`src/rtl/gpu_mem_pkg.sv`:
```
// gpu_mem_pkg
// Shared constants and types for the GPU memory-side blocks.
//   VRAM_W / VRAM_H : VRAM dimensions in pixels (one 16-bit halfword per pixel)
//   VRAM_AW         : width of a VRAM halfword address (Y*VRAM_W + X)
//   state_e         : states of the CPU-to-VRAM rectangle writer
package gpu_mem_pkg;

    localparam int VRAM_W  = 1024;
    localparam int VRAM_H  = 512;
    localparam int VRAM_AW = 19;

    typedef enum logic [1:0] {
        IDLE,
        RUN,
        WAIT_ACK,
        DONE
    } state_e;

endpackage

```
`src/rtl/gpu_vram_rect_walker.sv`:
```
// gpu_vram_rect_walker
// Walks a destination rectangle in raster order and presents the current
// destination pixel coordinate, wrapped to the VRAM dimensions.
//   clk_i, rst_i   : clock, asynchronous active-high reset
//   load_i         : latch origin/size and restart at the top-left pixel
//   x_i,y_i,w_i,h_i: rectangle origin and size
//   adv_i, adv2_i  : advance the walk by one pixel (adv2_i=0) or two (adv2_i=1)
//   px_o, py_o     : current destination X / Y
//   pair_ok_o      : a two-pixel write may start at the current pixel
//   last_o         : advancing by the requested step finishes the rectangle
module gpu_vram_rect_walker
    import gpu_mem_pkg::*;
(
    input  logic        clk_i,
    input  logic        rst_i,
    input  logic        load_i,
    input  logic [9:0]  x_i,
    input  logic [8:0]  y_i,
    input  logic [10:0] w_i,
    input  logic [9:0]  h_i,
    input  logic        adv_i,
    input  logic        adv2_i,
    output logic [9:0]  px_o,
    output logic [8:0]  py_o,
    output logic        pair_ok_o,
    output logic        last_o
);

    logic [9:0]  x0_q;
    logic [8:0]  y0_q;
    logic [10:0] w_q;
    logic [9:0]  h_q;
    logic [10:0] cx_q, cx_d;
    logic [9:0]  cy_q, cy_d;

    logic [10:0] xSum;
    logic [10:0] cxStep;
    logic        rowEnd;
    logic        wrapped;

    // cx never exceeds 1023 while a pixel is pending, so the 11-bit sum
    // shows directly whether this row has already crossed X=1023->0.
    assign xSum    = {1'b0, x0_q} + cx_q;
    assign wrapped = (xSum >= 11'(VRAM_W));
    assign px_o    = xSum[9:0];
    assign py_o    = y0_q + cy_q[8:0];

    // Past the horizontal wrap only single writes are used.
    assign pair_ok_o = ~px_o[0] && ((w_q - cx_q) >= 11'd2) && ~wrapped;

    assign cxStep = cx_q + (adv2_i ? 11'd2 : 11'd1);
    assign rowEnd = (cxStep == w_q);
    assign last_o = rowEnd && ((cy_q + 10'd1) == h_q);

    always_comb begin
        cx_d = cx_q;
        cy_d = cy_q;
        if (load_i) begin
            cx_d = '0;
            cy_d = '0;
        end else if (adv_i) begin
            if (rowEnd) begin
                cx_d = '0;
                cy_d = cy_q + 10'd1;
            end else begin
                cx_d = cxStep;
            end
        end
    end

    always_ff @(posedge clk_i or posedge rst_i) begin
        if (rst_i) begin
            x0_q <= '0;
            y0_q <= '0;
            w_q  <= '0;
            h_q  <= '0;
            cx_q <= '0;
            cy_q <= '0;
        end else begin
            if (load_i) begin
                x0_q <= x_i;
                y0_q <= y_i;
                w_q  <= w_i;
                h_q  <= h_i;
            end
            cx_q <= cx_d;
            cy_q <= cy_d;
        end
    end

endmodule

```
`src/rtl/gpu_mem_cpuvram_writer.sv`:
```
// gpu_mem_cpuvram_writer
// Copies pixels from a CPU-side pixel FIFO into a VRAM rectangle, one or two
// pixels (one 32-bit word) per VRAM write request.
//   clk_i, rst_i          : clock, asynchronous active-high reset
//   start_i               : begin a copy (ignored while busy_o)
//   x_i,y_i,w_i,h_i       : destination origin and size, sampled on start
//   force_mask_i          : force bit 15 of every written pixel, sampled on start
//   abort_i               : cancel the copy (after the outstanding write is acked)
//   busy_o, done_o        : copy in progress / one-cycle completion pulse
//   valid0_i,data0_i      : FIFO head;  valid1_i,data1_i : FIFO head+1
//   pop0_o, pop1_o        : consume head / head+1 (combinational)
//   fifo_flush_o          : one-cycle FIFO flush after an abort
//   mem_req_o..mem_be_o   : registered VRAM write request, held until mem_ack_i
module gpu_mem_cpuvram_writer #(
    parameter int VRAM_AW = gpu_mem_pkg::VRAM_AW
) (
    input  logic               clk_i,
    input  logic               rst_i,
    input  logic               start_i,
    input  logic [9:0]         x_i,
    input  logic [8:0]         y_i,
    input  logic [10:0]        w_i,
    input  logic [9:0]         h_i,
    input  logic               force_mask_i,
    input  logic               abort_i,
    output logic               busy_o,
    output logic               done_o,
    input  logic               valid0_i,
    input  logic [15:0]        data0_i,
    input  logic               valid1_i,
    input  logic [15:0]        data1_i,
    output logic               pop0_o,
    output logic               pop1_o,
    output logic               fifo_flush_o,
    output logic               mem_req_o,
    output logic [VRAM_AW-1:0] mem_addr_o,
    output logic [31:0]        mem_data_o,
    output logic [1:0]         mem_be_o,
    input  logic               mem_ack_i
);

    import gpu_mem_pkg::*;

    state_e state_q, state_d;

    logic               loadParams;
    logic               ackHere;
    logic               abortExit;
    logic               issuePair;
    logic               force_q;
    logic               abortPend_q;
    logic               flush_q;
    logic               mem_req_q;
    logic [VRAM_AW-1:0] mem_addr_q, mem_addr_d;
    logic [31:0]        mem_data_q, mem_data_d;
    logic [1:0]         mem_be_q, mem_be_d;
    logic [15:0]        pix0, pix1;

    logic [9:0]         px;
    logic [8:0]         py;
    logic               pairOk;
    logic               lastPix;

    assign loadParams = (state_q == IDLE) && start_i;
    assign ackHere    = (state_q == WAIT_ACK) && mem_ack_i;
    // An abort seen while a write is outstanding is only acted on once that
    // write has been accepted, so the memory side never sees a dropped request.
    assign abortExit  = ((state_q == RUN) && abort_i) ||
                        (ackHere && (abortPend_q || abort_i));

    gpu_vram_rect_walker u_walker (
        .clk_i     (clk_i),
        .rst_i     (rst_i),
        .load_i    (loadParams),
        .x_i       (x_i),
        .y_i       (y_i),
        .w_i       (w_i),
        .h_i       (h_i),
        .adv_i     (ackHere),
        .adv2_i    (mem_be_q == 2'b11),
        .px_o      (px),
        .py_o      (py),
        .pair_ok_o (pairOk),
        .last_o    (lastPix)
    );

    always_ff @(posedge clk_i or posedge rst_i) begin
        if (rst_i) begin
            state_q <= IDLE;
        end else begin
            state_q <= state_d;
        end
    end

    always_comb begin
        state_d = state_q;
        case (state_q)
            IDLE: begin
                if (start_i) begin
                    state_d = ((w_i == 11'd0) || (h_i == 10'd0)) ? DONE : RUN;
                end
            end
            RUN: begin
                if (abort_i) begin
                    state_d = IDLE;
                end else if (pop0_o) begin
                    state_d = WAIT_ACK;
                end
            end
            WAIT_ACK: begin
                if (mem_ack_i) begin
                    if (abortPend_q || abort_i) begin
                        state_d = IDLE;
                    end else if (lastPix) begin
                        state_d = DONE;
                    end else begin
                        state_d = RUN;
                    end
                end
            end
            DONE: begin
                state_d = IDLE;
            end
            default: begin
                state_d = IDLE;
            end
        endcase
    end

    always_comb begin
        busy_o    = (state_q != IDLE);
        done_o    = (state_q == DONE);
        issuePair = 1'b0;
        pop0_o    = 1'b0;
        pop1_o    = 1'b0;
        if ((state_q == RUN) && !abort_i && valid0_i) begin
            issuePair = pairOk && valid1_i;
            pop0_o    = 1'b1;
            pop1_o    = issuePair;
        end
    end

    // Request word: low pixel sits in bits 15:0 at the even halfword address.
    always_comb begin
        pix0       = force_q ? {1'b1, data0_i[14:0]} : data0_i;
        pix1       = force_q ? {1'b1, data1_i[14:0]} : data1_i;
        mem_addr_d = VRAM_AW'({py, px[9:1], 1'b0});
        if (issuePair) begin
            mem_data_d = {pix1, pix0};
            mem_be_d   = 2'b11;
        end else if (px[0]) begin
            mem_data_d = {pix0, 16'h0000};
            mem_be_d   = 2'b10;
        end else begin
            mem_data_d = {16'h0000, pix0};
            mem_be_d   = 2'b01;
        end
    end

    always_ff @(posedge clk_i or posedge rst_i) begin
        if (rst_i) begin
            force_q     <= 1'b0;
            abortPend_q <= 1'b0;
            flush_q     <= 1'b0;
            mem_req_q   <= 1'b0;
            mem_addr_q  <= '0;
            mem_data_q  <= '0;
            mem_be_q    <= '0;
        end else begin
            if (loadParams) begin
                force_q <= force_mask_i;
            end
            abortPend_q <= (state_q == WAIT_ACK) && !mem_ack_i && (abortPend_q || abort_i);
            flush_q     <= abortExit;
            if (pop0_o) begin
                mem_req_q  <= 1'b1;
                mem_addr_q <= mem_addr_d;
                mem_data_q <= mem_data_d;
                mem_be_q   <= mem_be_d;
            end else if (ackHere) begin
                mem_req_q <= 1'b0;
            end
        end
    end

    assign fifo_flush_o = flush_q;
    assign mem_req_o    = mem_req_q;
    assign mem_addr_o   = mem_addr_q;
    assign mem_data_o   = mem_data_q;
    assign mem_be_o     = mem_be_q;

endmodule

```
`config.mk`:
```
export PLATFORM = sky130hd
export DESIGN_NAME = gpu_mem_cpuvram_writer
export DESIGN_NICKNAME = d
export VERILOG_FILES = /design/src/rtl/gpu_mem_pkg.sv /design/src/rtl/gpu_vram_rect_walker.sv /design/src/rtl/gpu_mem_cpuvram_writer.sv
export SDC_FILE = /design/constraint.sdc
export NUM_CORES = 1
export LEC_CHECK = 0
export CAP_MARGIN = 10
export CORE_MARGIN = 5
export CORE_UTILIZATION = 49
export CTS_CLUSTER_SIZE = 25
export DETAILED_ROUTE_END_ITERATION = 12
export DONT_BUFFER_PORTS = 1
export PLACE_DENSITY = 0.69
export REMOVE_ABC_BUFFERS = 1
export SETUP_SLACK_MARGIN = 0.2
export SYNTH_ARGS = -nofsm -noshare
export SYNTH_HDL_FRONTEND = slang
export SYNTH_SLANG_ARGS = --single-unit
export TNS_END_PERCENT = 20
```
`constraint.sdc`:
```
create_clock -name clk_i -period 10.7 [get_ports clk_i]
set_input_delay 1.07 -clock clk_i [delete_from_list [all_inputs] [get_ports clk_i]]
set_output_delay 1.07 -clock clk_i [all_outputs]
set_load 0.01 [all_outputs]
```
* Word level (Yosys, flattened, before mapping)
Index checks and enable logic that the tools add are counted.
Storage, ports and cells: flip-flop bits (word level) 119, input port bits 80, word-level logic and storage cells 83
Cells by class: $add $sub $neg 5, magnitude comparators 2, equal/unequal tests 9, mux-type cells 25, bitwise logic cells 2, reduce and logical (&&, ||, !) cells 26
Operators by type and width (number):
- $mux W32 | 2
- $mux W11 | 3
- $mux W16 | 2
- $mux W10 | 3
- $mux W2 | 10
- $logic_and A1 B1 Y1 | 12
- $add A10 B11 Y11 | 1
- $add A11 B11 Y11 | 1
- $eq A11 B11 Y1 | 1
- $ge A11 B11 Y1 const B | 1
- $ge A11 B2 Y1 const B | 1
- $logic_not A11 Y1 | 1
- $sub A11 B11 Y11 | 1
- $add A10 B1 Y10 const B | 1
- $eq A10 B10 Y1 | 1
- $logic_not A10 Y1 | 1
- $add A9 B9 Y9 | 1
- $pmux W2 S4 | 1
- $reduce_bool A2 Y1 | 4
- $eq A2 B2 Y1 const B | 3
- $mux W1 | 4
- $ne A2 B2 Y1 const B | 2
- $logic_or A1 B1 Y1 | 3
- $ne A3 B3 Y1 const B | 1
- 6 further kinds | 8

* Longest topological paths before layout
Gate-level depths: netlist of run 1.
word-level depth 9, gate-level depth with buffers 13, gate-level depth less buffers 11

* Modules after synthesis
A second synthesis of run 1 with hierarchy kept.
Second synthesis, totals: cell total of the unflattened synthesis 740, area, all modules 7028.0 µm²
Modules (own cells, without submodules):
- gpu_vram_rect_walker | times used 1, cells an instance 486, area an instance 4505.6 µm²
- gpu_mem_cpuvram_writer | times used 1, cells an instance 254, area an instance 2522.4 µm²

* Worst setup path before layout of run 1
No wires, ideal clock.
path kind reg-to-output, start point reg u_walker.cx_q[0], end point out pop1_o, data arrival time 2666 ps, slack 6964 ps, stages on the path, launching flop included 12, path buffers 2, cells stage by stage dfrtp_1 ha_1 fa_1 nand2b_1 a211oi_1 o21ai_0 o31ai_1 mux2i_1 nand4_1 and4_1 buf_2 buf_6
On the way: longest elaborated chain between the ends 6
Ends and longest elaborated chain:
- from (decl) | RTL line gpu_vram_rect_walker.sv:33 | logic [10:0] cx_q, cx_d;
- from (signal assigned) | RTL line gpu_vram_rect_walker.sv:77 | cx_q <= '0;
- from (signal assigned) | RTL line gpu_vram_rect_walker.sv:86 | cx_q <= cx_d;
- $sub A11 B11 Y11 or $add A10 B11 Y11 (tied branches) | RTL line gpu_vram_rect_walker.sv:49, gpu_vram_rect_walker.sv:43
- $ge A11 B2 Y1 (tied with other cells) | RTL line gpu_vram_rect_walker.sv:49 | assign pair_ok_o = ~px_o[0] && ((w_q - cx_q) >= 11'd2) && ~wrapped;
- $logic_and A1 B1 Y1 or $not A1 Y1 (tied branches) | RTL line gpu_vram_rect_walker.sv:49
- $logic_and A1 B1 Y1 * | RTL line gpu_vram_rect_walker.sv:49
- $logic_and A1 B1 Y1 * | RTL line gpu_mem_cpuvram_writer.sv:137 | issuePair = pairOk && valid1_i;
- $mux W1 * | RTL line gpu_mem_cpuvram_writer.sv:136 | if ((state_q == RUN) && !abort_i && valid0_i) begin
- to (decl) | RTL line gpu_mem_cpuvram_writer.sv:33 | output logic pop1_o,
Every way passes the cells marked *; elsewhere a longest branch is shown, timed or not.

* Worst setup path after layout of run 1
Ends and elaborated chain as after synthesis.

==> results of run 1 <==
## power groups by stage
stage               registers (mW)  logic (mW)  clock network, mW
global route                 0.850       0.773              0.652
detailed placement           0.835       0.677                  0
global placement             0.828       0.648                  0
floorplan                    0.776       0.540                  0
finish                       0.826       0.679              0.619
CTS                          0.829       0.684              0.629
## worst min-delay path, cell delays in order (launching register included)
cell	delay (ns)
dfrtp_1	0.35
nand2_1	0.05
nand2_1	0.05
## kinds of logic after synthesis
| logic type | count (synthesis) |
|---|---|
| AND/OR/NAND/NOR | 328 |
| flip-flops | 119 |
| adder cells (fa/ha/maj) | 36 |
| buffers and inverters | 63 |
| AO/OA/AOI/OAI | 125 |
| multiplexers | 5 |
| XOR/XNOR | 59 |
| other | 1 |
## routing by layer
metal | wire (um) | GRT usage
met3 | 1310 | 0.0694
met1 | 6970 | 0.268
met2 | 7840 | 0.334
met4 | 405 | 0.0934
met5 | 0 | 0
## per-stage QoR
stage	util	area, um^2	hold slack (ns)	cells
detailed placement	0.510	6780	0.480	885
CTS	0.557	7410	0.494	916
global placement	0.510	6780	0.471	885
finish	0.557	7410	0.485	916
global route	0.557	7410	0.510	916
floorplan	-	6530	0.450	706
## synth_stat cells (all sizes together), types with 2 or more instances
library cell  number  area, um^2
o31ai              3        27.5
or2                2        12.5
buf                5        32.5
nor2b              4        25.0
nand3             21         105
o21bai             5        37.5
a31oi              4        25.0
ha                31         388
nand3b            17         128
nor4               7        50.1
clkbuf            25        95.1
a211oi             2        15.0
nor2              31         119
mux2i              4        40.0
nand2            187         709
and2               7        43.8
xnor2             45         394
and3              21         138
fa                 4        80.1
o22ai              2        12.5
a21o              13        97.6
nand4              8        50.1
dfrtp            119        2980
o21ai             38         190
xor2              14         123
a22o               2        17.5
a21oi             28         140
inv               33         124
a221o             14         140
or3                4        25.0
nor3b              5        37.5
nand2b             5        31.3
nor3               6        30.0
a2111oi            2        36.3
## how the worst max path moves through the flow
stage,start,endpoint,slack [ns],cells past startpoint
detailed placement,abort_i,pop1_o,6.18,4
global placement,abort_i,pop1_o,6.25,4
global route,u_walker.cx_q[0]$_DFFE_PP0P_,pop1_o,5.86,9
CTS,u_walker.cx_q[0]$_DFFE_PP0P_,pop1_o,6.13,9
floorplan,rst_i,abortPend_q$_DFF_PP0_,6.47,1
finish,u_walker.cx_q[0]$_DFFE_PP0P_,pop1_o,6.17,9
## state kept, by name (all words and copies together) (netlist names), 2 cells and up
name           count
u_walker.h_q      10
state_q            2
u_walker.y0_q      9
mem_be_o           2
u_walker.cy_q     10
mem_data_o        32
u_walker.cx_q     11
u_walker.w_q      11
mem_addr_o        18
u_walker.x0_q     10
## layout by cell type, fill, tap and decap left out, types with 19 or more instances in the layout
cell type	netlist	routed
dfrtp_1	119	119
nand2_1	186	186
nand3_1	21	21
inv_1	32	31
o21ai_0	38	38
xnor2_1	45	45
nor2_1	30	30
ha_1	31	31
a21oi_1	28	28
and3_1	19	19
## cell type report
cell class                 instances  area, um^2
sequential                       119        2980
fill                            1158        5890
inverter                          33         126
tap                              176         220
timing repair buffer               3        22.5
clock buffer                      18         429
clock inverter                    13         203
multi-input combinational        554        3430
==> metrics.md, run 1 <==
| Metric | Value |
|---|---|
| Status | `complete, no violations` |
| Die area | `0.0160 mm^2` |
| Power share of the clock group | `0.292` |
| Setup TNS | `0 ns` |
| DP Wirelength | `11900 um` |
| Critical R2R Launch | `mem_be_o[0]$_DFFE_PP0P_` |
| RSZ-0062 raised after global routing | `no` |
| Syn avg cell area | `9.04 um^2` |
| R2R Setup Slk | `7.06 ns` |
| Yosys reg bits | `119` |
| Synth cell types | `65` |
| P_sw | `0.799 mW` |
| Max Fanout on Critical Path | `16` |
| LEAKAGE | `3.61 nW` |
| Synth Area in Simple Gates | `0.230` |
| Initial core utilization | `0.501` |
| Worst skew pair latency | `0.42 ns` |
| Crit path cell chain | `ha_1 > fa_1 > nand2b_1 > a211oi_1 > o21ai_0 > o31ai_1 > mux2i_1 > nand4_1 > and4_1` |
| Slowest cell on the critical path | `and4_1` |
| CP peak stage delay | `0.71 ns` |
| TritonCTS Buffers | `17` |
| Post-Synth Adder-Cell Area | `0.0718` |
| CTS Hold Bufs | `0` |
| Area delta synth->final | `11.3%` |
| Die height | `127 um` |
| Combinational power share | `0.320` |
| All-Layer GR Usage | `0.213` |
| Clk slew on worst S/H paths | `0.05 ns` |
| Pwr per Cell Area | `287 mW/mm^2` |
| Synth async-reset ratio | `1.00` |
| Reg power frac | `0.389` |
| Diode count | `0` |
| DRC viols | `0` |
| DR WL/cell | `18.0 um` |
| Worst rel slew slack | `0.359` |
| Share of layout cells above drive strength 1 | `0.0635` |
| Sequential fraction of the synthesis area | `0.447` |
| Worst r2r path cells | `11` |
| Synth Area in XOR/XNOR | `0.0776` |
| Yosys warning count | `0` |
| Most used DFF post-synth | `dfrtp_1` |
| Initial antenna violation count | `0` |
| Number of synthesized flops with an enable pin | `0` |
| Post-layout nets | `843` |
| Root buf cell | `clkbuf_16` |
| Rows | `42` |
| First-pass GRT wire length | `27400 um` |
| Pre-antenna DRT Iters | `5` |
| Synth Area in Compound Gates | `0.127` |
| Vias in the first global route | `5309` |
| Antenna-violating nets left | `0` |
| Peak supply drop | `176 uV` |
| Total length of routed wires | `16500 um` |
| WHS Path Cells | `2` |
| Max cap viols | `0` |
| I/O pin cnt | `139` |
| Hold Vio Cnt, Final | `0` |
| Post-CTS sizing | `0` |
| Fin crit share | `0.424` |
| H-tree levels | `4` |
| WHS Endpoint | `u_walker.y0_q[7]$_DFFE_PP0P_` |
| Mapped cell area | `0.00666 mm^2` |
| Clock Path Buffers | `2` |
| Clock Sinks | `119` |
| Int Power | `1.33 mW` |
| Pins Over Slew Limit | `0` |
| Worst reg2reg endpoint | `u_walker.cy_q[8]$_DFFE_PP0P_` |
| Core area | `0.0133 mm^2` |
| Pwr Total | `2.12 mW` |
| Die width | `127 um` |
| GR Overflow Total | `0` |
| Time the worst path needs with I/O delays and setup | `4.53 ns` |
| Arrival time worst endpoint | `3.46 ns` |
| Post-CTS setup buffers | `0` |
| Min-Delay Startpoint | `u_walker.y0_q[7]$_DFFE_PP0P_` |
| Largest net degree at the start of global routing | `74` |
| Critical path endpoint category | `output port` |
| Final count of negative-setup-slack endpoints | `0` |
| Main combinational cell family by area after synthesis | `simple AND/OR/NAND/NOR gates` |
| Mux cell area share after synthesis | `0.00827` |
| Worst slack at placement | `6.18 ns` |
| Vias per cell | `5.69` |
| Final WS setup | `6.17 ns` |
| DR iter-0 viols | `336` |
| CTS tree | `yes` |
| CP bufs+invs | `0` |
| Fmax | `0.221 GHz` |
| Mapped Cells | `736` |
| Worst EP required | `9.63 ns` |
| Port bufs | `0` |
| Final Skew | `0.00587 ns` |
| Slew @ Worst Pin | `0.961 ns` |
| Top delay family on crit path | `simple AND/OR/NAND/NOR gates` |
| Via count | `5208` |
| Switching Share | `0.376` |
| Critical path type | `reg2out` |
| Routability Congestion | `0.888` |
| HP Class | `reg2reg` |
| Setup crit start kind | `flop` |
Note: power is estimated with default switching activity, not from simulation.
==> run 2, diff against run 1 <==
==> constraint.sdc (replaced) <==
create_clock -name clk_i -period 4.3 [get_ports clk_i]
set_input_delay 0.43 -clock clk_i [delete_from_list [all_inputs] [get_ports clk_i]]
set_output_delay 0.43 -clock clk_i [all_outputs]
set_load 0.01 [all_outputs]
==> run 2 against run 1 <==
Power grew 140%; die area is the same; clock power grew 120%; first-iteration DRC count grew 7.4%; setup slack lost 5.6 ns; sequential share of layout area grew 0.13 points; clock-buffer cell count grew 2; core utilization shrank 0.18 points; combinational power grew 150%; non-clock buffer count grew 4; critical path type unchanged; largest power group unchanged.
==> metrics.md, run 2 (synthesized netlist as in run 1, its figures left out) <==
| Metric | Value |
|---|---|
| Status | `complete, no violations` |
| Share of layout cells above drive strength 1 | `0.0685` |
| Commonest non-fill, non-tap cell in the layout | `nand2_1` |
| GR Overflow Total | `0` |
| Crit path cell chain | `ha_1 > fa_1 > nand2b_1 > a211oi_1 > o21ai_0 > o31ai_1 > mux2i_1 > nand4_1 > and4_2` |
| DR iter-0 viols | `361` |
| RSZ-0062 raised after global routing | `no` |
| Final Skew | `0.00665 ns` |
| Non-Filler Instances | `921` |
| DRC viols | `0` |
| Fmax | `0.265 GHz` |
| Root buf cell | `clkbuf_16` |
| Post-CTS setup buffers | `0` |
| Critical path endpoint category | `output port` |
| Total length of routed wires | `16200 um` |
| Pre-antenna DRT Iters | `5` |
| Vias in the first global route | `5301` |
| Setup TNS | `0 ns` |
| Area delta synth->final | `10.9%` |
| First-pass GRT wire length | `27000 um` |
| Crit path launch | `u_walker.cx_q[0]$_DFFE_PP0P_` |
| Slowest cell on the critical path | `and4_2` |
| TritonCTS Buffers | `17` |
| Fin crit share | `0.877` |
| Vias per cell | `5.61` |
| Port bufs | `0` |
| Commonest non-fill, non-tap cells in the layout | `186 x nand2_1, 119 x dfrtp_1, 45 x xnor2_1, 38 x o21ai_0` |
| All-Layer GR Usage | `0.208` |
| Worst skew pair latency | `0.42 ns` |
| Clock Path Buffers | `2` |
| Time the worst path needs with I/O delays and setup | `3.77 ns` |
| Final WS setup | `0.530 ns` |
| Rows | `42` |
| Max reg flops | `32` |
| Largest net degree at the start of global routing | `74` |
| Min-Delay Startpoint | `h_i[8]` |
| CTS tree | `yes` |
| FILL cells | `1230` |
| Hold Vio Cnt, Final | `0` |
| Via count | `5167` |
| DR WL/cell | `17.6 um` |
| Worst rel slew slack | `0.246` |
| Top delay family on crit path | `compound AO/OA/AOI/OAI gates` |
| Clock Sinks | `119` |
| DP Wirelength | `12000 um` |
| CP bufs+invs | `0` |
| Initial core utilization | `0.501` |
| Cells after DPL | `888` |
| Max cap viols | `0` |
| Peak supply drop | `407 uV` |
| CP peak stage delay | `0.45 ns` |
| Core area | `0.0133 mm^2` |
| Critical path type | `reg2out` |
| Final hold slack | `0.114 ns` |
| Setup crit start kind | `flop` |
| Die width | `127 um` |
| Pins Over Slew Limit | `0` |
| Diode count | `0` |
| Pwr per Cell Area | `690 mW/mm^2` |
| Clk slew on worst S/H paths | `0.05 ns` |
| Worst slack at placement | `0.698 ns` |
| Slew @ Worst Pin | `1.13 ns` |
| Routability Congestion | `0.933` |
| Post-layout nets | `847` |
| H-tree levels | `4` |
| Worst EP required | `3.87 ns` |
| Die height | `127 um` |
| Antenna-violating nets left | `0` |
| Initial antenna violation count | `0` |
| Max Fanout on Critical Path | `16` |
| Arrival time worst endpoint | `3.34 ns` |
| LEAKAGE | `3.59 nW` |
| HP Class | `in2reg` |
| Die area | `0.0160 mm^2` |
| I/O pin cnt | `139` |
| Critical R2R Launch | `mem_be_o[0]$_DFFE_PP0P_` |
| Final count of negative-setup-slack endpoints | `0` |
run 2: changes by cell type in the layout (fill, tap and decap cells not counted), sizes merged:
cell	previous run	this run
clkinvlp	2	4
clkbuf	18	20
buf	3	6
dlygate4sd3	0	1
bufinv	5	2
run 2: power breakdown:
group	leakage (nW)	internal (mW)	switching, mW	total [mW]
Combinational	1.80	0.723	0.958	1.68
Sequential	1.53	1.56	0.487	2.05
Clock	0.272	0.863	0.503	1.37
Total	3.59	3.15	1.95	5.10
run 2: path summary, 6_finish.rpt:
check / to / slack (ns) / cells past startpoint
setup / recovery: pop1_o / 0.53 / 9
hold / removal: u_walker.h_q[8]$_DFFE_PP0P_ / 0.11 / 2
setup reg to reg: u_walker.cy_q[8]$_DFFE_PP0P_ / 0.74 / 11
hold reg to reg: u_walker.y0_q[5]$_DFFE_PP0P_ / 0.48 / 2
max in group asynchronous: mem_data_o[3]$_DFFE_PP0P_ / 2.83 / 3
min in group asynchronous: mem_addr_o[13]$_DFFE_PP0P_ / 0.55 / 2
run 2: what timing repair did:
action,in CTS,in global routing
hold buffers,1,0
resized for setup,0,1
setup endpoints to repair,0,1
endpoints found under the hold margin,41,0
run 2: metrics by stage:
stage	power (mW)	util	area, um^2
5_1_grt	5.49	0.555	7380
4_1_cts	5.15	0.555	7380
6_report	5.10	0.555	7380
2_1_floorplan	3.28	-	6530
3_5_place_dp	3.76	0.511	6800
3_3_place_gp	3.68	0.511	6800
run 2: worst reg2reg max path, delay by kind of cell (launching register included):
kind                     cells  cell delay [ns]
AO/OA/AOI/OAI                2             0.90
XOR/XNOR                     2             0.31
adder cells (fa/ha/maj)      2             0.68
flip-flops                   1             0.42
AND/OR/NAND/NOR              5             1.17
run 2: per-layer routing:
metal / vias to the layer above / global-route usage / share of wire
met5: - / 0 / 0
met4: 0 / 0.0744 / 0.022
met3: 31 / 0.0757 / 0.084
met2: 174 / 0.326 / 0.46
met1: 2461 / 0.267 / 0.43
li1: 2501 / - / -
run 2: cell type report:
cell class,instances,area (um^2),share of cell area
Clock buffer,20,447,0.0605
Clock inverter,12,128,0.0173
Inverter,33,126,0.0171
Multi-Input combinational cell,554,3430,0.464
Sequential cell,119,2980,0.403
Tap cell,176,220,0.0298
Timing Repair Buffer,7,55.1,0.00746
